--- src/rtl/row_hit_judge_if.sv ---
// Column-judge bus: scroll/light/key inputs toward the judge, verdict pulses and counters back.
// The judge connects through the slave modport; the driver of the column connects through master.
interface row_hit_judge_if #(
   parameter int SCORE_W = 8
);
   logic               is10;
   logic               lightOn;
   logic               key;
   logic               hit;
   logic               miss;
   logic               bad;
   logic [SCORE_W-1:0] score;
   logic [SCORE_W-1:0] combo;

   modport master (
      output is10, lightOn, key,
      input  hit, miss, bad, score, combo
   );

   modport slave (
      input  is10, lightOn, key,
      output hit, miss, bad, score, combo
   );
endinterface

--- src/rtl/row_hit_judge.sv ---
// Per-column hit judge: one verdict (hit/miss/bad/none) per scroll period from lightOn and key,
// plus a saturating score and a combo count.
module row_hit_judge #(
   parameter int SCORE_W     = 8,
   parameter int SYNC_STAGES = 2
) (
   input  logic           Clock,
   input  logic           Reset,
   row_hit_judge_if.slave bus
);

   typedef enum logic [1:0] {
      S_IDLE,
      S_LOAD,
      S_ARMED,
      S_DONE
   } state_t;

   localparam logic [SCORE_W-1:0] ONE = SCORE_W'(1);

   logic [SYNC_STAGES-1:0] sync_q;
   logic                   key_prev_q;
   logic                   press_q;

   state_t state_q, state_d;
   logic   hit_q, hit_d;
   logic   miss_q, miss_d;
   logic   bad_q, bad_d;
   logic [SCORE_W-1:0] score_q, score_d;
   logic [SCORE_W-1:0] combo_q, combo_d;

   // press is registered so a raw edge reaches the verdict SYNC_STAGES+2 cycles later
   always_ff @(posedge Clock or negedge Reset) begin
      if (!Reset) begin
         sync_q     <= '0;
         key_prev_q <= 1'b0;
         press_q    <= 1'b0;
      end else begin
         sync_q     <= {sync_q[SYNC_STAGES-2:0], bus.key};
         key_prev_q <= sync_q[SYNC_STAGES-1];
         press_q    <= sync_q[SYNC_STAGES-1] & ~key_prev_q;
      end
   end

   always_comb begin
      state_d = state_q;
      hit_d   = 1'b0;
      miss_d  = 1'b0;
      bad_d   = 1'b0;
      if (bus.is10) begin
         state_d = S_LOAD;
         if (state_q == S_ARMED) begin
            if (press_q) hit_d  = 1'b1;
            else         miss_d = 1'b1;
         end
      end else begin
         case (state_q)
            S_LOAD:  state_d = bus.lightOn ? S_ARMED : S_IDLE;
            S_ARMED: begin
               if (press_q) begin
                  hit_d   = 1'b1;
                  state_d = S_DONE;
               end
            end
            S_IDLE:  bad_d = press_q;
            default: ;
         endcase
      end
   end

   always_comb begin
      score_d = score_q;
      combo_d = combo_q;
      if (hit_q) begin
         if (score_q != '1) score_d = score_q + ONE;
         if (combo_q != '1) combo_d = combo_q + ONE;
      end else if (miss_q || bad_q) begin
         combo_d = '0;
      end
   end

   always_ff @(posedge Clock or negedge Reset) begin
      if (!Reset) begin
         state_q <= S_IDLE;
         hit_q   <= 1'b0;
         miss_q  <= 1'b0;
         bad_q   <= 1'b0;
         score_q <= '0;
         combo_q <= '0;
      end else begin
         state_q <= state_d;
         hit_q   <= hit_d;
         miss_q  <= miss_d;
         bad_q   <= bad_d;
         score_q <= score_d;
         combo_q <= combo_d;
      end
   end

   assign bus.hit   = hit_q;
   assign bus.miss  = miss_q;
   assign bus.bad   = bad_q;
   assign bus.score = score_q;
   assign bus.combo = combo_q;

endmodule

--- src/flat_wrapper.sv ---
// flat-port wrapper written by rule: the top's interface ports become plain ports
module row_hit_judge_flat 
#(
   parameter int SCORE_W     = 8,
   parameter int SYNC_STAGES = 2
)
  (Clock, Reset, bus_is10, bus_lightOn, bus_key, bus_hit, bus_miss, bus_bad, bus_score, bus_combo);
  row_hit_judge_if #(.SCORE_W(SCORE_W)) bus_i ();
  input  logic Clock;
  input  logic Reset;
  input wire logic [$bits(bus_i.is10)-1:0] bus_is10;
  input wire logic [$bits(bus_i.lightOn)-1:0] bus_lightOn;
  input wire logic [$bits(bus_i.key)-1:0] bus_key;
  output wire logic [$bits(bus_i.hit)-1:0] bus_hit;
  output wire logic [$bits(bus_i.miss)-1:0] bus_miss;
  output wire logic [$bits(bus_i.bad)-1:0] bus_bad;
  output wire logic [$bits(bus_i.score)-1:0] bus_score;
  output wire logic [$bits(bus_i.combo)-1:0] bus_combo;
  assign bus_i.is10 = bus_is10;
  assign bus_i.lightOn = bus_lightOn;
  assign bus_i.key = bus_key;
  assign bus_hit = bus_i.hit;
  assign bus_miss = bus_i.miss;
  assign bus_bad = bus_i.bad;
  assign bus_score = bus_i.score;
  assign bus_combo = bus_i.combo;
  row_hit_judge #(.SCORE_W(SCORE_W), .SYNC_STAGES(SYNC_STAGES)) u_core (.Clock(Clock), .Reset(Reset), .bus(bus_i));
endmodule
--- config.mk ---
export PLATFORM = sky130hd
export DESIGN_NAME = row_hit_judge_flat
export DESIGN_NICKNAME = d
export VERILOG_FILES = /design/src/rtl/row_hit_judge_if.sv /design/src/rtl/row_hit_judge.sv /design/src/flat_wrapper.sv
export SDC_FILE = /design/constraint.sdc
export NUM_CORES = 1
export LEC_CHECK = 0
export CAP_MARGIN = 5
export CORE_ASPECT_RATIO = 0.8
export CORE_UTILIZATION = 48
export DETAILED_ROUTE_END_ITERATION = 6
export HOLD_SLACK_MARGIN = 0.1
export PLACE_DENSITY = 0.74
export SLEW_MARGIN = 30
export SYNTH_ARGS = -nofsm -noshare
export SYNTH_HDL_FRONTEND = slang
export SYNTH_SLANG_ARGS = --single-unit
--- constraint.sdc ---
create_clock -name Clock -period 2 [get_ports Clock]
set_clock_uncertainty 0.2 [all_clocks]
set_input_delay 0.4 -clock Clock [delete_from_list [all_inputs] [get_ports Clock]]
set_output_delay 0.4 -clock Clock [all_outputs]
set_load 0.02 [all_outputs]
# Word level (Yosys, flattened, before mapping)

Index checks and enable logic that the tools add are counted.

Bits in registers: 25
Output and inout port bits: 19
Word-level logic and storage cells: 40

Bitwise gates (word level): 2
Eq/ne operators: 6
Reduce and logical (&&, ||, !) cells: 7
Add/subtract/negate cells: 2
Multiplexer cells: 14

Operators with widths:

| operator            | number |
|---|---|
| $mux 8              | 3 |
| $add 8x1->8 const B | 2 |
| $ne 8x8->1 const B  | 2 |
| $mux 1              | 7 |
| $mux 2              | 3 |
| $reduce_and 2->1    | 3 |
| $pmux 2 s2          | 1 |
| $ne 3x2->1 const B  | 1 |
| $reduce_bool 3->1   | 1 |
| $eq 2x1->1 const B  | 1 |
| $eq 2x2->1 const B  | 1 |
| $logic_not 2->1     | 1 |
| $ne 2x2->1 const B  | 1 |
| $reduce_bool 2->1   | 1 |
| $and 1x1->1         | 1 |
| $logic_or 1x1->1    | 1 |
| $not 1->1           | 1 |

# Depth between registers and ports, before layout

Gate-level depths: netlist of run 1.

Depth after elaboration: 3
Gate-level depth with buffers: 4
Depth with buffers taken out: 4

# Worst setup path after synthesis of run 1

OpenSTA, ideal clock, no wires.

Path kind: register -> register
Start: register u_core.score_q[0] (netlist: u_core.bus.score[0])
End: register u_core.score_q[1] (netlist: u_core.bus.score[1])
Stages on the path, launching flop included: 5
Data required time: 1.675 ns
Arrival: 1.426 ns
Setup slack: 0.249 ns
Setup time: 0.125 ns
Cells stage by stage: dfrtp_1 > ha_1 > and4_4 > a21bo_2 > mux2_4

Cells in the longest elaborated chain, start to end: 2
Elaborated cells between the ends (all ways): 3

Ends and longest elaborated chain:

| element                                                             | RTL line            | source |
|---|---|---|
| start, declared                                                     | row_hit_judge.sv:29 | `logic [SCORE_W-1:0] score_q, score_d;` |
| start signal, assigned                                              | row_hit_judge.sv:95 | `score_q <= score_d;` |
| parallel branches: the longest is 2 deep, another holds $add 8x1->8 | n/a                 |  |

Several ways; the timed one is not identified.
A chain may end at the register's enable or synchronous reset.

# Final worst setup path of run 1

Start: register u_core.combo_q[6] (netlist: u_core.bus.combo[6])
End: output bus_combo[6]

RTL lines:

| element                | RTL line            | source |
|---|---|---|
| start, declared        | row_hit_judge.sv:30 | `logic [SCORE_W-1:0] combo_q, combo_d;` |
| start signal, assigned | row_hit_judge.sv:96 | `combo_q <= combo_d;` |
| end, declared          | flat_wrapper.sv:18  | `output wire logic [$bits(bus_i.combo)-1:0] bus_combo;` |

No word-level cell between the ends.

==> results of run 1 <==
[state kept, by name, summed over array words and instances (netlist names)]
| signal | flops |
|---|---|
| u_core.bus.bad | 1 |
| u_core.bus.combo | 8 |
| u_core.bus.hit | 1 |
| u_core.bus.miss | 1 |
| u_core.bus.score | 8 |
| u_core.key_prev_q | 1 |
| u_core.press_q | 1 |
| u_core.state_q | 2 |
| u_core.sync_q | 2 |
[layer usage]
metal	wire, µm	GRT usage [%]
met1	1130	28.0
met5	0	0
met2	1020	31.3
met3	97	5.11
met4	9	2.93
[power breakdown]
group / internal, W / switching, W
sequential: 0.000543 / 0.0000457
clock: 0.0000763 / 0.000153
combinational: 0.0000933 / 0.0000964
total: 0.000713 / 0.000295
[final timing paths]
kind                                                  from                         endpoint  slack, ns  cells past startpoint
setup / recovery           u_core.bus.combo[6]$_DFFE_PN0P_                     bus_combo[6]       0.06                      1
hold / removal                  u_core.sync_q[0]$_DFF_PN0_       u_core.sync_q[1]$_DFF_PN0_       0.17                      0
setup reg to reg           u_core.bus.score[0]$_DFFE_PN0P_  u_core.bus.score[1]$_DFFE_PN0P_       0.25                      4
hold reg to reg                 u_core.sync_q[0]$_DFF_PN0_       u_core.sync_q[1]$_DFF_PN0_       0.17                      0
max in group asynchronous                            Reset  u_core.bus.score[1]$_DFFE_PN0P_       1.14                      2
min in group asynchronous                            Reset  u_core.bus.combo[3]$_DFFE_PN0P_       0.21                      2
[layout make-up]
| type | instances | share of cell area, % |
|---|---|---|
| Inverter | 1 | 0.264 |
| Multi-Input combinational cell | 74 | 34.3 |
| Tap cell | 25 | 2.20 |
| Clock inverter | 1 | 0.528 |
| Clock buffer | 3 | 1.58 |
| Timing Repair Buffer | 25 | 17.0 |
| Sequential cell | 25 | 44.1 |
[cell usage after synthesis]
library cell,count
a21oi_1,7
nand3b_1,2
o211ai_1,2
xnor2_1,1
dfrtp_1,25
a32oi_1,2
and4_4,1
a311oi_1,1
nor2_1,5
ha_1,2
a21boi_0,1
nand4_1,4
and3_1,6
and3b_1,1
nand2_2,1
buf_4,2
nor4b_1,1
o21ai_0,3
a31oi_1,9
nand2_1,5
mux2i_1,1
a21bo_2,1
and4_2,1
nand3_1,3
nor2b_1,2
a41oi_1,1
inv_1,1
o21bai_1,1
and2_1,1
mux2_4,1
and4_1,3
nand2b_1,2
nor3_1,3
buf_2,2
[per-stage QoR]
step / hold slack [ns] / worst slack (ns) / utilization, % / power [W] / cell area, µm²
2_1_floorplan: -0.0956 / 0.249 / - / 0.000689 / 1140
3_3_place_gp: 0.152 / 0.300 / 63.5 / 0.000784 / 1390
3_5_place_dp: 0.137 / 0.268 / 63.5 / 0.000798 / 1390
4_1_cts: 0.176 / 0.000244 / 64.3 / 0.00103 / 1410
5_1_grt: 0.197 / 0.0184 / 64.7 / 0.00105 / 1420
6_report: 0.169 / 0.0562 / 64.7 / 0.00101 / 1420
[cell families (layout without fill, tap and decap cells)]
| group | after synthesis | count (layout) | share of synthesized area [%] |
|---|---|---|---|
| AO/OA/AOI/OAI | 28 | 28 | 15.9 |
| XOR/XNOR | 1 | 1 | 0.767 |
| adder cells (fa/ha/maj) | 2 | 2 | 2.19 |
| buffers and inverters | 5 | 30 | 2.52 |
| flip-flops | 25 | 25 | 54.8 |
| multiplexers | 2 | 2 | 2.19 |
| AND/OR/NAND/NOR | 41 | 41 | 21.7 |
[what timing repair did]
action,in CTS,in global routing
cloned,0,0
setup buffers,0,0
endpoints found under the setup margin,11,4
resized for setup,12,4
==> metrics.md, run 1 <==
| Metric | Value |
|---|---|
| Layout area overhead | 24.4% |
| CP Class | flop to output port |
| Data arrival, critical path | 1.34 ns |
| Register area share after synthesis | 54.8% |
| Initial antenna violation count | 0 |
| Pwr Density | 709 nW/µm² |
| Fillers | 185 |
| Required time worst endpoint | 1.40 ns |
| Cell count after synthesis | 104 |
| First-pass iteration count of the detailed router | 4 |
| FF/Latch Area | 627 µm² |
| Area of the core | 2200 µm² |
| Measured slew at the worst slew-check pin | 0.314 ns |
| Layout cell share with drive strength beyond 1 | 9.30% |
| Nets | 137 |
| Final TNS setup | 0 ns |
| Share of the synthesized area in the top cell type | 54.8% |
| PortBufs | 23 |
| Row count | 15 |
| N_diodes | 0 |
| Pin count of the biggest net entering global routing | 26 |
| Post-CTS Hold Buffers | 0 |
| Ports | 24 |
| Vias in the first global route | 813 |
| H-tree depth | 1 |
| Largest cells by area after synthesis | dfrtp_1, a31oi_1, and3_1, a21oi_1, and4_1 |
| TritonCTS buffer count | 3 |
| Chip Width | 56.5 µm |
| DP Cell Count | 150 |
| # clock sinks | 25 |
| Die Y | 45.6 µm |
| Critical path buffers and inverters | 1 |
| Tmin final | 1.94 ns |
| Final GP Congestion | 0.750 |
| Clk buf depth | 2 |
| Slew headroom | 79.0% |
| Critical Path, Cell by Cell | clkdlybuf4s50_1 |
| Most frequent cells in the layout | dfrtp_1, dlygate4sd2_1, a31oi_1, clkdlybuf4s50_1, a21oi_1 |
| Vias/cell | 5.94 |
| Hold Crit Class | flop to flop |
| Initial Util | 52.0% |
| Clk_lat worst skew | 0.32 ns |
| Delay-heaviest family, CP | buffers and inverters |
| Syn Nets | 111 |
| Initial DRC count | 27 |
| Outcome | finished clean |
| WL/cell | 14.7 µm |
| Max Fclk | 0.514 GHz |
| RSZ-0062 raised after global routing | false |
| Synth unique cells | 34 |
| Synthesized area | 1140 µm² |
| Final hold violation count | 0 |
| GRT overflow | 0 |
| Hpwl dp | 1.63 mm |
| Vias post-DR | 914 |
| Max_cap viols | 0 |
| Commonest non-fill, non-tap cell in the layout | dfrtp_1 |
| Layout Cells excl Fill | 154 |
| Clock slew at reported path FFs | 0.14 ns |
| Final period util | 97.2% |
| Slowest cell on crit path | clkdlybuf4s50_1 |
| Root buf cell | clkbuf_4 |
| Largest fanout on the critical path | 4 |
| DRT antenna net count | 0 |
| Top cell type by total area after synthesis | dfrtp_1 |
| Endpoint class of the critical path | output port |
| Maximum vdd drop | 0.567 mV |
| First-pass GRT wire length | 3.83 mm |
| Syn Area/Cell | 11.0 µm² |
| Max Slew Vio Count | 0 |
| Post-Route WL | 2.26 mm |
| DRC | 0 |
| Startpoint Class | flop |
| GRT Total Usage | 19.6% |
| TritonCTS clock tree | built |
| Setup violators final | 0 |
| Die footprint | 2580 µm² |
| Yosys warns | 0 |
| P_leak | 0.729 nW |
| Footprint of the multi-input gates | 488 µm² |
| Slowest stage delay, CP | 0.62 ns |
| Synth Register Bits | 25 |
Power figures use the tool's default switching activity.
==> inputs of run 2 (changes only) <==
--- a/config.mk
+++ b/config.mk
@@ -5,7 +5,6 @@
 export SDC_FILE = /design/constraint.sdc
 export NUM_CORES = 1
 export LEC_CHECK = 0
-export CAP_MARGIN = 5
 export CORE_ASPECT_RATIO = 0.8
 export CORE_UTILIZATION = 48
 export DETAILED_ROUTE_END_ITERATION = 6
==> results of run 2 <==
Final layout, timing and power as in run 1 (identical DEF).
